$ cat src/rtl/calc_pkg.sv
// Shared types for the calculator scheduler.
//   op_e          : calculator opcodes; 000 and 111 are reserved/invalid.
//   sched_state_e : scheduler FSM states.
//   is_valid_op() : true for opcodes the core can execute.
package calc_pkg;

  typedef enum logic [2:0] {
    OP_INV0 = 3'b000,
    OP_ADD  = 3'b001,
    OP_SUB  = 3'b010,
    OP_MUL  = 3'b011,
    OP_DIV  = 3'b100,
    OP_SQRT = 3'b101,
    OP_GCD  = 3'b110,
    OP_INV7 = 3'b111
  } op_e;

  typedef enum logic [1:0] {
    IDLE,
    ISSUE,
    WAIT,
    RESP
  } sched_state_e;

  function automatic logic is_valid_op(input logic [2:0] op);
    return (op != OP_INV0) && (op != OP_INV7);
  endfunction

endpackage

$ cat src/rtl/calc_sched_if.sv
// Bundle of requester-side and core-side signals of calc_sched.
//   req_*      : per-requester request bus (slices of 3 / DATA_WIDTH bits per requester)
//   rsp_*      : one-hot response strobe plus shared result/error
//   core_*     : calculator core pin interface
//   busy       : scheduler not idle
// Modports: master = the scheduler, slave = requesters plus core.
interface calc_sched_if #(
  parameter int unsigned DATA_WIDTH = 32,
  parameter int unsigned NUM_REQ    = 4
);

  logic [NUM_REQ-1:0]            req_valid;
  logic [3*NUM_REQ-1:0]          req_op;
  logic [DATA_WIDTH*NUM_REQ-1:0] req_opa;
  logic [DATA_WIDTH*NUM_REQ-1:0] req_opb;
  logic [NUM_REQ-1:0]            req_ready;
  logic [NUM_REQ-1:0]            rsp_valid;
  logic [DATA_WIDTH-1:0]         rsp_result;
  logic                          rsp_err;
  logic [DATA_WIDTH-1:0]         core_opa;
  logic [DATA_WIDTH-1:0]         core_opb;
  logic [2:0]                    core_op;
  logic                          core_start;
  logic                          core_ready;
  logic                          core_done;
  logic [DATA_WIDTH-1:0]         core_result;
  logic                          busy;

  modport master (
    input  req_valid, req_op, req_opa, req_opb, core_ready, core_done, core_result,
    output req_ready, rsp_valid, rsp_result, rsp_err, core_opa, core_opb, core_op,
           core_start, busy
  );

  modport slave (
    output req_valid, req_op, req_opa, req_opb, core_ready, core_done, core_result,
    input  req_ready, rsp_valid, rsp_result, rsp_err, core_opa, core_opb, core_op,
           core_start, busy
  );

endinterface

$ cat src/rtl/calc_rr_arbiter.sv
// Combinational round-robin search.
//   req_i     : request vector
//   ptr_i     : index to start searching from (highest priority)
//   gnt_o     : first requesting index at or after ptr_i, wrapping mod NUM_REQ
//   any_req_o : at least one request is set (gnt_o only meaningful when high)
module calc_rr_arbiter #(
  parameter int unsigned NUM_REQ = 4
) (
  input  logic [NUM_REQ-1:0]         req_i,
  input  logic [$clog2(NUM_REQ)-1:0] ptr_i,
  output logic [$clog2(NUM_REQ)-1:0] gnt_o,
  output logic                       any_req_o
);

  localparam int unsigned IdxW = $clog2(NUM_REQ);

  always_comb begin
    logic [IdxW:0] sum;
    gnt_o     = ptr_i;
    any_req_o = 1'b0;
    sum       = '0;
    for (int unsigned i = 0; i < NUM_REQ; i++) begin
      // One extra bit so ptr + i cannot overflow before the wrap.
      sum = {1'b0, ptr_i} + (IdxW+1)'(i);
      if (sum >= (IdxW+1)'(NUM_REQ)) begin
        sum = sum - (IdxW+1)'(NUM_REQ);
      end
      if (!any_req_o && req_i[sum[IdxW-1:0]]) begin
        any_req_o = 1'b1;
        gnt_o     = sum[IdxW-1:0];
      end
    end
  end

endmodule

$ cat src/rtl/calc_sched.sv
// Round-robin scheduler sharing one calculator core between NUM_REQ requesters.
// Ports:
//   clk, rst : clock, synchronous active-high reset
//   bus      : calc_sched_if.master (request/response bus and core pins)
// Invalid opcodes are answered directly with err=1/result=0; a core that never
// signals done is abandoned after TIMEOUT_CYCLES cycles in WAIT (0 = no timeout).
module calc_sched
  import calc_pkg::*;
#(
  parameter int unsigned DATA_WIDTH     = 32,
  parameter int unsigned NUM_REQ        = 4,
  parameter int unsigned TIMEOUT_CYCLES = 256
) (
  input logic          clk,
  input logic          rst,
  calc_sched_if.master bus
);

  localparam int unsigned IdxW = $clog2(NUM_REQ);
  localparam int unsigned CntW = (TIMEOUT_CYCLES > 1) ? $clog2(TIMEOUT_CYCLES) : 1;

  sched_state_e          state_q, state_d;
  logic [IdxW-1:0]       ptr_q, ptr_d;
  logic [IdxW-1:0]       gnt_q, gnt_d;
  logic [2:0]            op_q, op_d;
  logic [DATA_WIDTH-1:0] opa_q, opa_d;
  logic [DATA_WIDTH-1:0] opb_q, opb_d;
  logic [CntW-1:0]       cnt_q, cnt_d;
  logic                  inv_q, inv_d;
  logic [DATA_WIDTH-1:0] result_q, result_d;
  logic                  err_q, err_d;

  logic [IdxW-1:0]       arb_gnt;
  logic                  any_req;

  logic [2:0]            op_arr  [NUM_REQ];
  logic [DATA_WIDTH-1:0] opa_arr [NUM_REQ];
  logic [DATA_WIDTH-1:0] opb_arr [NUM_REQ];

  for (genvar g = 0; g < NUM_REQ; g++) begin : g_slice
    assign op_arr[g]  = bus.req_op[3*g +: 3];
    assign opa_arr[g] = bus.req_opa[DATA_WIDTH*g +: DATA_WIDTH];
    assign opb_arr[g] = bus.req_opb[DATA_WIDTH*g +: DATA_WIDTH];
  end

  calc_rr_arbiter #(
    .NUM_REQ (NUM_REQ)
  ) u_arb (
    .req_i     (bus.req_valid),
    .ptr_i     (ptr_q),
    .gnt_o     (arb_gnt),
    .any_req_o (any_req)
  );

  always_comb begin
    state_d  = state_q;
    ptr_d    = ptr_q;
    gnt_d    = gnt_q;
    op_d     = op_q;
    opa_d    = opa_q;
    opb_d    = opb_q;
    cnt_d    = cnt_q;
    inv_d    = inv_q;
    result_d = result_q;
    err_d    = err_q;
    unique case (state_q)
      IDLE: begin
        if (bus.core_ready && any_req) begin
          gnt_d = arb_gnt;
          op_d  = op_arr[arb_gnt];
          opa_d = opa_arr[arb_gnt];
          opb_d = opb_arr[arb_gnt];
          if (is_valid_op(op_d)) begin
            inv_d   = 1'b0;
            state_d = ISSUE;
          end else begin
            // Answer locally; the core is never started.
            inv_d    = 1'b1;
            err_d    = 1'b1;
            result_d = '0;
            state_d  = RESP;
          end
        end
      end
      ISSUE: begin
        cnt_d   = '0;
        state_d = WAIT;
      end
      WAIT: begin
        if (bus.core_done) begin
          // Done wins over a simultaneous timeout.
          result_d = bus.core_result;
          err_d    = 1'b0;
          state_d  = RESP;
        end else begin
          cnt_d = cnt_q + 1'b1;
          if ((TIMEOUT_CYCLES > 0) && (cnt_q == CntW'(TIMEOUT_CYCLES - 1))) begin
            result_d = '0;
            err_d    = 1'b1;
            state_d  = RESP;
          end
        end
      end
      RESP: begin
        ptr_d   = (gnt_q == IdxW'(NUM_REQ - 1)) ? '0 : gnt_q + 1'b1;
        state_d = IDLE;
      end
      default: state_d = IDLE;
    endcase
  end

  always_ff @(posedge clk) begin
    if (rst) begin
      state_q  <= IDLE;
      ptr_q    <= '0;
      gnt_q    <= '0;
      op_q     <= '0;
      opa_q    <= '0;
      opb_q    <= '0;
      cnt_q    <= '0;
      inv_q    <= 1'b0;
      result_q <= '0;
      err_q    <= 1'b0;
    end else begin
      state_q  <= state_d;
      ptr_q    <= ptr_d;
      gnt_q    <= gnt_d;
      op_q     <= op_d;
      opa_q    <= opa_d;
      opb_q    <= opb_d;
      cnt_q    <= cnt_d;
      inv_q    <= inv_d;
      result_q <= result_d;
      err_q    <= err_d;
    end
  end

  always_comb begin
    bus.req_ready  = '0;
    bus.rsp_valid  = '0;
    bus.core_start = 1'b0;
    if (state_q == ISSUE) begin
      bus.core_start     = 1'b1;
      bus.req_ready[gnt_q] = 1'b1;
    end
    if (state_q == RESP) begin
      bus.rsp_valid[gnt_q] = 1'b1;
      // Invalid ops never passed through ISSUE, so acknowledge them here.
      if (inv_q) begin
        bus.req_ready[gnt_q] = 1'b1;
      end
    end
  end

  assign bus.rsp_result = result_q;
  assign bus.rsp_err    = err_q;
  assign bus.core_opa   = opa_q;
  assign bus.core_opb   = opb_q;
  assign bus.core_op    = op_q;
  assign bus.busy       = (state_q != IDLE);

endmodule

$ cat src/flat_wrapper.sv
// flat-port wrapper written by rule: the top's interface ports become plain ports
module calc_sched_flat import calc_pkg::*;
#(
  parameter int unsigned DATA_WIDTH     = 32,
  parameter int unsigned NUM_REQ        = 4,
  parameter int unsigned TIMEOUT_CYCLES = 256
)
  (clk, rst, bus_req_valid, bus_req_op, bus_req_opa, bus_req_opb, bus_core_ready, bus_core_done, bus_core_result, bus_req_ready, bus_rsp_valid, bus_rsp_result, bus_rsp_err, bus_core_opa, bus_core_opb, bus_core_op, bus_core_start, bus_busy);
  calc_sched_if #(.DATA_WIDTH(DATA_WIDTH), .NUM_REQ(NUM_REQ)) bus_i ();
  input logic clk;
  input logic rst;
  input wire logic [$bits(bus_i.req_valid)-1:0] bus_req_valid;
  input wire logic [$bits(bus_i.req_op)-1:0] bus_req_op;
  input wire logic [$bits(bus_i.req_opa)-1:0] bus_req_opa;
  input wire logic [$bits(bus_i.req_opb)-1:0] bus_req_opb;
  input wire logic [$bits(bus_i.core_ready)-1:0] bus_core_ready;
  input wire logic [$bits(bus_i.core_done)-1:0] bus_core_done;
  input wire logic [$bits(bus_i.core_result)-1:0] bus_core_result;
  output wire logic [$bits(bus_i.req_ready)-1:0] bus_req_ready;
  output wire logic [$bits(bus_i.rsp_valid)-1:0] bus_rsp_valid;
  output wire logic [$bits(bus_i.rsp_result)-1:0] bus_rsp_result;
  output wire logic [$bits(bus_i.rsp_err)-1:0] bus_rsp_err;
  output wire logic [$bits(bus_i.core_opa)-1:0] bus_core_opa;
  output wire logic [$bits(bus_i.core_opb)-1:0] bus_core_opb;
  output wire logic [$bits(bus_i.core_op)-1:0] bus_core_op;
  output wire logic [$bits(bus_i.core_start)-1:0] bus_core_start;
  output wire logic [$bits(bus_i.busy)-1:0] bus_busy;
  assign bus_i.req_valid = bus_req_valid;
  assign bus_i.req_op = bus_req_op;
  assign bus_i.req_opa = bus_req_opa;
  assign bus_i.req_opb = bus_req_opb;
  assign bus_i.core_ready = bus_core_ready;
  assign bus_i.core_done = bus_core_done;
  assign bus_i.core_result = bus_core_result;
  assign bus_req_ready = bus_i.req_ready;
  assign bus_rsp_valid = bus_i.rsp_valid;
  assign bus_rsp_result = bus_i.rsp_result;
  assign bus_rsp_err = bus_i.rsp_err;
  assign bus_core_opa = bus_i.core_opa;
  assign bus_core_opb = bus_i.core_opb;
  assign bus_core_op = bus_i.core_op;
  assign bus_core_start = bus_i.core_start;
  assign bus_busy = bus_i.busy;
  calc_sched #(.DATA_WIDTH(DATA_WIDTH), .NUM_REQ(NUM_REQ), .TIMEOUT_CYCLES(TIMEOUT_CYCLES)) u_core (.clk(clk), .rst(rst), .bus(bus_i));
endmodule
$ cat config.mk
export PLATFORM = sky130hd
export DESIGN_NAME = calc_sched_flat
export DESIGN_NICKNAME = d
export VERILOG_FILES = /design/src/rtl/calc_pkg.sv /design/src/rtl/calc_sched_if.sv /design/src/rtl/calc_rr_arbiter.sv /design/src/rtl/calc_sched.sv /design/src/flat_wrapper.sv
export SDC_FILE = /design/constraint.sdc
export NUM_CORES = 1
export LEC_CHECK = 0
export ABC_AREA = 1
export CAP_MARGIN = 5
export CORE_AREA = 2 2 164 166
export CTS_CLUSTER_DIAMETER = 100
export DETAILED_ROUTE_END_ITERATION = 16
export DIE_AREA = 0 0 166 168
export PLACE_DENSITY = 0.69
export SYNTH_ARGS = -nofsm -noshare
export SYNTH_HDL_FRONTEND = slang
export SYNTH_HIERARCHICAL = 1
export SYNTH_SLANG_ARGS = --single-unit
$ cat constraint.sdc
create_clock -name clk -period 7.2 [get_ports clk]
set_input_delay 1.08 -clock clk [delete_from_list [all_inputs] [get_ports clk]]
set_output_delay 1.08 -clock clk [all_outputs]
set_load 0.02 [all_outputs]
Yosys cells after proc, flatten, opt, wreduce, memory -nomap -nowiden
Index checks and enable logic that the tools add are counted.
{"block": "totals", "regBits": 115, "input_bits": 308, "output_inout_bits": 110}
{"block": "classes", "n_mux": 55, "n_reduce_logical": 18, "n_eq_ne": 10, "n_lt_le_gt_ge": 11, "n_addsub": 9, "n_bitwise": 2}
{"op": "2-to-1 mux 32 bit", "n": 8}
{"op": "binary-select mux 32 bit (select 2 bit)", "n": 2}
{"op": "case mux 32 bit (2 select lines)", "n": 1}
{"op": "2-to-1 mux 2 bit", "n": 13}
{"op": "2-to-1 mux 4 bit", "n": 4}
{"op": "case mux 8 bit (2 select lines)", "n": 1}
{"op": "less-than comparator 2 x 3 -> 1 bit, second input constant", "n": 5}
{"op": "2-to-1 mux 1 bit", "n": 15}
{"op": "greater-or-equal comparator 3 bit, second input constant", "n": 4}
{"op": "adder 8 x 1 -> 8 bit, second input constant", "n": 1}
{"op": "binary-select mux 1 bit (select 2 bit)", "n": 4}
{"op": "== test 8 bit, second input constant", "n": 1}
{"op": "2-to-1 mux 8 bit", "n": 1}
{"op": "case mux 2 bit (4 select lines)", "n": 1}
{"op": "subtractor 2 x 1 -> 2 bit, second input constant", "n": 4}
{"op": "adder 2 x 2 -> 3 bit, second input constant", "n": 2}
{"op": "binary-select mux 3 bit (select 2 bit)", "n": 1}
{"op": "== test 2 bit, second input constant", "n": 3}
{"op": "logical AND 1 bit", "n": 6}
{"op": "2-to-1 mux 3 bit", "n": 2}
{"op": "AND reduction 2 bit", "n": 3}
{"op": "nonzero test 2 bit", "n": 3}
{"op": "inequality test 2 bit, second input constant", "n": 2}
{"op": "OR 4 bit", "n": 1}
{"op": "other kinds (15)", "n": 17}

Longest topological paths before layout
Gate-level depths: netlist of run 1.
{"block": "logic_depth", "word_depth": 23, "depth_mapped": 22, "mapped_depth_nobuf": 20}

By module
Netlist of run 1, hierarchy kept.
{"mod": "calc_sched", "seq_area_each_um2": 2302.2, "area_per_inst_um2": 6835.3, "cells_per_inst": 1059, "instances": 1}
{"mod": "calc_rr_arbiter", "seq_area_each_um2": 0.0, "area_per_inst_um2": 299.0, "cells_per_inst": 64, "instances": 1}

Worst setup path before layout of run 1
No wires, ideal clock.
{"block": "synth_path", "path_kind": "input -> register", "start": "input bus_req_valid[3]", "end": "register u_core.result_q[10] (netlist: u_core/bus.rsp_result[10])", "slack_ps": 4362, "arrival_time_ps": 2723, "setup_time_ps": 115, "path_buffers": 2, "cell_stages": 16, "cell_sequence": "nand2_1 nand2_2 nand2_2 nand2_2 a21oi_2 nand3_2 o21ai_1 buf_2 nand2_1 nand3_1 nand2_1 nand3_1 nand3_2 buf_2 a21oi_1 nor2_1"}
{"block": "synth_via", "elab_chain_len": 20, "word_cells_on_any_way": 33, "classes_between": "eq/ne (3); mux (19); bitwise (1); reduce/logical (10)"}
{"element": "start, declared", "line_no": "flat_wrapper.sv:12", "rtl": "input wire logic [$bits(bus_i.req_valid)-1:0] bus_req_valid;"}
{"element": "binary-select mux 1 bit (select 2 bit)", "line_no": "calc_rr_arbiter.sv:28", "rtl": "if (!any_req_o && req_i[sum[IdxW-1:0]]) begin"}
{"element": "2-to-1 mux 1 bit (not written as such)", "line_no": "calc_rr_arbiter.sv:28"}
{"element": "2-to-1 mux 1 bit", "line_no": "calc_rr_arbiter.sv:28"}
{"element": "logical NOT 1 bit", "line_no": "calc_rr_arbiter.sv:28"}
{"element": "logical AND 1 bit", "line_no": "calc_rr_arbiter.sv:28"}
{"element": "2-to-1 mux 1 bit", "line_no": "calc_rr_arbiter.sv:28"}
{"element": "logical NOT 1 bit", "line_no": "calc_rr_arbiter.sv:28"}
{"element": "logical AND 1 bit", "line_no": "calc_rr_arbiter.sv:28"}
{"element": "[... 4 more ...]"}
{"element": "named net u_core.arb_gnt[0]", "line_no": "calc_sched.sv:33", "rtl": "logic [IdxW-1:0] arb_gnt;"}
{"element": "NOT 2 -> 3 bit (not written as such) *", "line_no": "calc_sched.sv:70", "rtl": "op_d = op_arr[arb_gnt];"}
{"element": "binary-select mux 3 bit (select 2 bit) *", "line_no": "calc_sched.sv:70"}
{"element": "2-to-1 mux 3 bit (not written as such) * (2 in a row)", "line_no": "calc_sched.sv:70"}
{"element": "inequality test 3 bit or nonzero test 3 bit (tied branches)", "line_no": "calc_pkg.sv:26", "rtl": "return (op != OP_INV0) && (op != OP_INV7);"}
{"element": "logical AND 1 bit *", "line_no": "calc_pkg.sv:26"}
{"element": "inequality test 2 bit (no source line) *"}
{"element": "AND reduction 4 bit (no source line) *"}
{"element": "end signal, assigned", "line_no": "calc_sched.sv:133", "rtl": "result_q <= result_d;"}
{"element": "end, declared", "line_no": "calc_sched.sv:30", "rtl": "logic [DATA_WIDTH-1:0] result_q, result_d;"}
Mark *: on every way through the listed nets, which the timed path passes. The rest lies on a longest branch. The select of a mux whose other input is x is not followed.
A chain may end at the register's enable or synchronous reset.

Final worst setup path of run 1
{"block": "layout_path", "start": "input bus_req_valid[1]", "end": "register u_core.result_q[15] (netlist: u_core/bus.rsp_result[15])"}
The elaborated chain is that of the path after synthesis.

==> results of run 1 <==
through the flow:
step / total power (W) / instances / setup WS, ns / cell area (sq um) / utilization
floorplan: 0.00289 / 1123 / 4.36 / 7130 / -
global placement: 0.00395 / 1804 / 2.18 / 11500 / 0.435
detailed placement: 0.00400 / 1804 / 2.03 / 11500 / 0.435
CTS: 0.00483 / 1836 / 2.48 / 12000 / 0.456
global route: 0.00518 / 1840 / 1.94 / 12000 / 0.457
finish: 0.00480 / 1840 / 2.41 / 12000 / 0.457
area by class of cell:
class	count	area, sq um	share of cell area
well taps	341	427	0.0355
clock inverters	14	119	0.00988
diodes	4	10.0	0.000832
inverters	117	443	0.0368
multi-input cells	807	4070	0.338
clock buffers	18	439	0.0365
repair buffers	424	4230	0.351
flip-flops and latches	115	2300	0.191
cells in the final DEF, fill, tap and decap left out, types with 42 or more instances in the layout:
cell             Yosys  routed
inv_1              110     110
nand2_1            153     152
clkdlybuf4s50_1      0     417
o21ai_0            205     205
dfxtp_1            115     115
nor2_1             184     184
o21bai_1            64      64
a21oi_1             42      42
nand3_1             52      51
o22ai_1             64      64
layer usage:
| layer | vias to the layer above | routed length (microns) | global-route usage |
|---|---|---|---|
| met2 | 368 | 15600 | 0.382 |
| met4 | 2 | 682 | 0.0677 |
| met1 | 4111 | 13000 | 0.256 |
| met5 | - | 13 | 0 |
| li1 | 4435 | - | - |
| met3 | 38 | 2370 | 0.0609 |
logic make-up (layout without fill, tap and decap cells):
family | after synthesis | count (layout) | share of synthesized area
adders and majority gates | 13 | 13 | 0.0228
xor gates and xnor gates | 1 | 1 | 0.00123
buffers and inverters | 201 | 573 | 0.111
and+or+nand+nor | 413 | 413 | 0.240
AOI/OAI and AO/OA | 380 | 380 | 0.302
other | 0 | 4 | 0
DFF | 115 | 115 | 0.323
worst paths after layout:
kind,cells past startpoint,to
hold / removal,2,u_core/bus.rsp_result[7]
setup / recovery,20,u_core/bus.rsp_result[15]
hold reg to reg,2,u_core/bus.rsp_result[7]
setup reg to reg,20,u_core/bus.rsp_result[15]
state kept, by name, summed over array words and instances (netlist names), 2 cells and up:
register	count
u_core/bus.core_op	3
u_core/gnt_q	2
u_core/ptr_q	2
u_core/state_q	2
u_core/bus.core_opa	32
u_core/bus.rsp_result	32
u_core/bus.core_opb	32
u_core/cnt_q	8
critical path, delay by kind of cell:
kind,cells,cell delay [ns]
simple gates,15,2.49
xor+xnor,1,0.15
compound gates,1,0.06
buf+inv,3,1.27
power groups by stage:
stage                     logic [W]  registers (W)  clock network [W]
after floorplan             0.00161        0.00128                  0
after global placement      0.00293        0.00102                  0
after detailed placement    0.00297        0.00102                  0
after CTS                   0.00298        0.00102           0.000836
after global routing        0.00326        0.00105           0.000865
final                       0.00297        0.00102           0.000813
==> results.md, run 1 <==
- Status: completed
- Critical path class: input pin to flip-flop
- Average wire per standard cell: 17.2 microns
- Register area share after synthesis: 0.323
- Initial antenna violation count: 7
- Syn_area_per_cell: 6.35 sq um
- Setup Skew: 0.0154 ns
- CP Launch Point: bus_req_valid[1]
- Switching Fraction: 0.485
- Post-route minimum period: 4.79 ns
- DP Wirelength: 23.1 mm
- Top-level I/O count: 418
- Max-slew violations: 0
- Hold Crit Start: u_core/bus.rsp_result[7]
- CP required: 7.50 ns
- Startpoint types: input pin
- Synth Warn #: 6
- Number of global-route vias before repair: 8520
- Nets: 1803
- Routed WL: 31.6 mm
- Largest net degree at the start of global routing: 92
- Hold_buf cts: 0
- NetSw: 0.00233 W
- Reg2Reg Setup Slack: 2.69 ns
- Fin Hold WS: 0.482 ns
- Share of layout cells above drive strength 1: 0.0448
- CTS resizes: 0
- Pwr/cell area: 399 mW/mm^2
- Routability cong.: 0.896
- Syn_nets: 1444
- Most frequent CP cell: nand2_1
- Core area: 0.0264 sq mm
- Type of the tightest min-delay check: flip-flop to flip-flop
- Drc violations: 0
- DIE HEIGHT: 168 microns
- Clk buf depth: 2
- Top FF cell, synth: dfxtp_1
- CP max-delay cell: nand3_2
- Critical path capture point type: flip-flop
- Slew @ Worst Pin: 1.03 ns
- # fillers: 2686
- P_int: 0.00247 W
- Die Width: 166 microns
- Async SR Flop Fraction: 0
- Starting Density: 0.271
- Synth top area share: 0.323
- Vias after detailed routing: 8954
- Setup TNS: 0 ns
- Gate Count Post-Synth: 1123
- Leading area contributor after synthesis: dfxtp_1
- Clk_lat worst skew: 0.42 ns
- Max VDD drop: 0.243 mV
- Crit path largest cell delay: 0.78 ns
- Commonest cells post-synth: 205 x o21ai_0, 184 x nor2_1, 153 x nand2_1
- Yosys reg bits: 115
- Post-synth cell types: 32
- TritonCTS buffer count: 17
- Final-report setup violation count: 0
- Initial DRC Count: 549
- Unrepaired setup endpoints after global routing: no
- Htree depth: 4
- Area delta synth->final: 68.7%
- First drt pass iteration count: 5
- Die area: 0.0279 sq mm
- Post-CTS setup buffer count: 0
- Synth Cell Area: 0.00713 sq mm
- Tot GR Track Use: 0.217
- Number of flops mapped to enable cells by yosys: 0
- Tcrit/Tclk final: 0.666
- Logic pwr share: 0.619
- # clock sinks: 115
- Peak Freq: 209 MHz
- Max_cap viols: 0
- Reg2reg start: u_core/ptr_q[0]
- CP Data Arrival Time: 5.09 ns
- Global-route wire length before repair: 47.7 mm
- Row count: 60
- Routed Antenna Nets: 0
- Fin. Hold Viols: 0
- CTS tree: built
- Worst slew margin: 0.311
- Port buffer count: 417
- Clock Power Share: 0.169
- Synth area leaders: dfxtp_1 32%, o21ai_0 14%, nor2_1 9.7%, nand2_1 8.0%, o21bai_1 6.7%
- Worst-path fanout max: 52
- Flop pwr share: 0.212
- CTS Root Cell: clkbuf_16
- Drt via density: 4.87
- CP cell instances: clkdlybuf4s50_1 > nand2_1 > nand3_2 > nand2_1 > nand2_1 > xor2_1 > nand2_1 > o21ai_4 > buf_4 > inv_4 > nand2_1 > nand2_1 > nand2_1 > nand2_1 > nand3_1 > nand3_2 > nand2_4 > nand2_1 > nand2_1 > nor2_1
- Most common cell in the netlist: o21ai_0
- Global route total overflow: 0
- Static leakage: 5.17 nW
- Clock slew at reported path FFs: 0.06 ns
Power figures use the tool's default switching activity.
==> inputs of run 2 (changes only) <==
CORE_AREA = 2 2 160 162   (was 2 2 164 166)
DIE_AREA = 0 0 162 164   (was 0 0 166 168)
PLACE_DENSITY = 0.72   (was 0.69)
clock period = 4.8 ns   (was 7.2 ns; I/O delays follow)
==> run 2 against run 1 <==
Total power is 54% higher. Final cell count is 0.33% lower. Utilization is 3.3 points higher. Setup slack worse by 1.3 ns. First-iteration DRC count is 11% higher. Clock skew is 0.0052 ns lower. Wire length is 1.7% lower.
==> results.md, run 2 (synthesized netlist as in run 1, its figures left out) <==
- Slew @ Worst Pin: 0.884 ns
- Unrepaired setup endpoints after global routing: no
- Startpoint types: flip-flop
- Place WS: 0.826 ns
- Drt via density: 4.95
- Average wire per standard cell: 16.9 microns
- Routed WL: 31.1 mm
- Row count: 58
- First drt pass iteration count: 6
- Worst slew margin: 0.410
- Worst-path fanout max: 52
- Area delta synth->final: 70.3%
- Hold_buf cts: 0
- Tcrit/Tclk final: 0.779
- Most frequent cells in the layout: 417 x clkdlybuf4s50_1, 205 x o21ai_0, 184 x nor2_1, 152 x nand2_1, 115 x dfxtp_1
- Top-level I/O count: 418
- Final worst slack: 1.06 ns
- Initial antenna violation count: 7
- CTS Root Cell: clkbuf_16
- Post-route minimum period: 3.74 ns
- Type of the tightest min-delay check: flip-flop to flip-flop
- RR Endpoint: u_core/bus.rsp_result[9]
- CTS tree: built
- Global-route wire length before repair: 46.2 mm
- DIE HEIGHT: 164 microns
- CP cell instances: inv_2 > nand2_2 > nand2_4 > nand2_2 > nand2_2 > a21oi_2 > nand3_2 > o21ai_4 > buf_4 > nand2_1 > nand2_1 > nand2_1 > nand2_1 > nand3_1 > nand3_2 > buf_4 > nand2_4 > nand2_1 > nand2_1 > nor2_1
- Clk buf depth: 2
- Max-slew violations: 0
- Crit path largest cell delay: 0.66 ns
- Nets: 1806
- Total power: 0.00738 W
- Critical path depth: 20
- CP Launch Point: u_core/ptr_q[0]
- Reg2Reg Setup Slack: 1.06 ns
- Status: completed
- Critical path capture point type: flip-flop
- Commonest non-fill, non-tap cell in the layout: clkdlybuf4s50_1
- TritonCTS buffer count: 17
- Htree depth: 4
- Routed Antenna Nets: 0
- Clk_lat worst skew: 0.43 ns
- Peak Freq: 268 MHz
- Initial DRC Count: 610
- CTS resizes: 0
- Core area: 0.0248 sq mm
- Setup TNS: 0 ns
- Static leakage: 5.22 nW
- Most frequent CP cell: nand2_1
- Reg2reg start: u_core/ptr_q[0]
- Post-CTS setup buffer count: 0
- Tot GR Track Use: 0.223
- Largest net degree at the start of global routing: 117
- Fin. Hold Viols: 0
- Pwr/cell area: 607 mW/mm^2
- # clock sinks: 115
- Global route total overflow: 0
- Die Width: 162 microns
- Routability cong.: 0.896
- Family with the most delay on the worst path: simple AND/OR/NAND/NOR gates
- Share of layout cells above drive strength 1: 0.0467
- CP bufs+invs: 3
- Vias after detailed routing: 9071
- CP max-delay cell: dfxtp_1
- Max VDD drop: 0.344 mV
- Setup Skew: 0.0102 ns
- Starting Density: 0.287
- Drc violations: 0
- DP Wirelength: 22.7 mm
- CP Data Arrival Time: 4.10 ns
- Port buffer count: 417
- Final-report setup violation count: 0
- Clock slew at reported path FFs: 0.06 ns
- CP required: 5.16 ns
- Die area: 0.0266 sq mm
- Worst reg-to-reg path cell count: 20
- Max_cap viols: 0
- Number of global-route vias before repair: 8514
- Critical Path End: u_core/bus.rsp_result[9]
- Critical path class: flip-flop to flip-flop
==> run 2: worst min-delay path, stage by stage (launching register included) <==
cell	delay, ns
dfxtp_1	0.31
inv_1	0.06
a21oi_1	0.05
==> run 2: worst min path at each step <==
stage / from / depth (start not counted) / end / slack (ns)
after detailed placement: u_core/cnt_q[7] / 2 / u_core/cnt_q[7] / 0.47
after global placement: u_core/cnt_q[7] / 2 / u_core/cnt_q[7] / 0.46
after floorplan: u_core/cnt_q[7] / 2 / u_core/cnt_q[7] / 0.44
after global routing: u_core/cnt_q[7] / 2 / u_core/cnt_q[7] / 0.49
after CTS: u_core/cnt_q[7] / 2 / u_core/cnt_q[7] / 0.48
final: u_core/cnt_q[7] / 2 / u_core/cnt_q[7] / 0.47
==> run 2: cell type report <==
type | instances | area (sq um)
repair buffers | 427 | 4290
clock buffers | 17 | 425
multi-input cells | 807 | 4070
flip-flops and latches | 115 | 2300
inverters | 117 | 443
diodes | 6 | 15.0
fillers | 2498 | 12700
clock inverters | 15 | 194
well taps | 330 | 413
==> run 2: metal layers <==
metal,vias up,global-route usage,part of all wire
li1,4440,-,-
met5,-,0,0.00051
met2,426,0.388,0.50
met1,4144,0.256,0.38
met3,59,0.0593,0.084
met4,2,0.101,0.035
==> run 2: metrics by stage <==
step,cell area (sq um),utilization,hold WS [ns],cells
2_1_floorplan,7130,-,0.438,1123
3_3_place_gp,11500,0.464,0.458,1796
3_5_place_dp,11500,0.464,0.467,1796
4_1_cts,12100,0.489,0.476,1828
5_1_grt,12100,0.489,0.492,1834
6_report,12100,0.489,0.472,1834
==> run 2: power by group <==
| part | leakage [nW] | switching [W] | internal (W) | total (W) |
|---|---|---|---|---|
| Sequential | 0.947 | 0.000213 | 0.00132 | 0.00153 |
| Combinational | 3.98 | 0.00275 | 0.00173 | 0.00449 |
| Clock | 0.294 | 0.000525 | 0.000831 | 0.00136 |
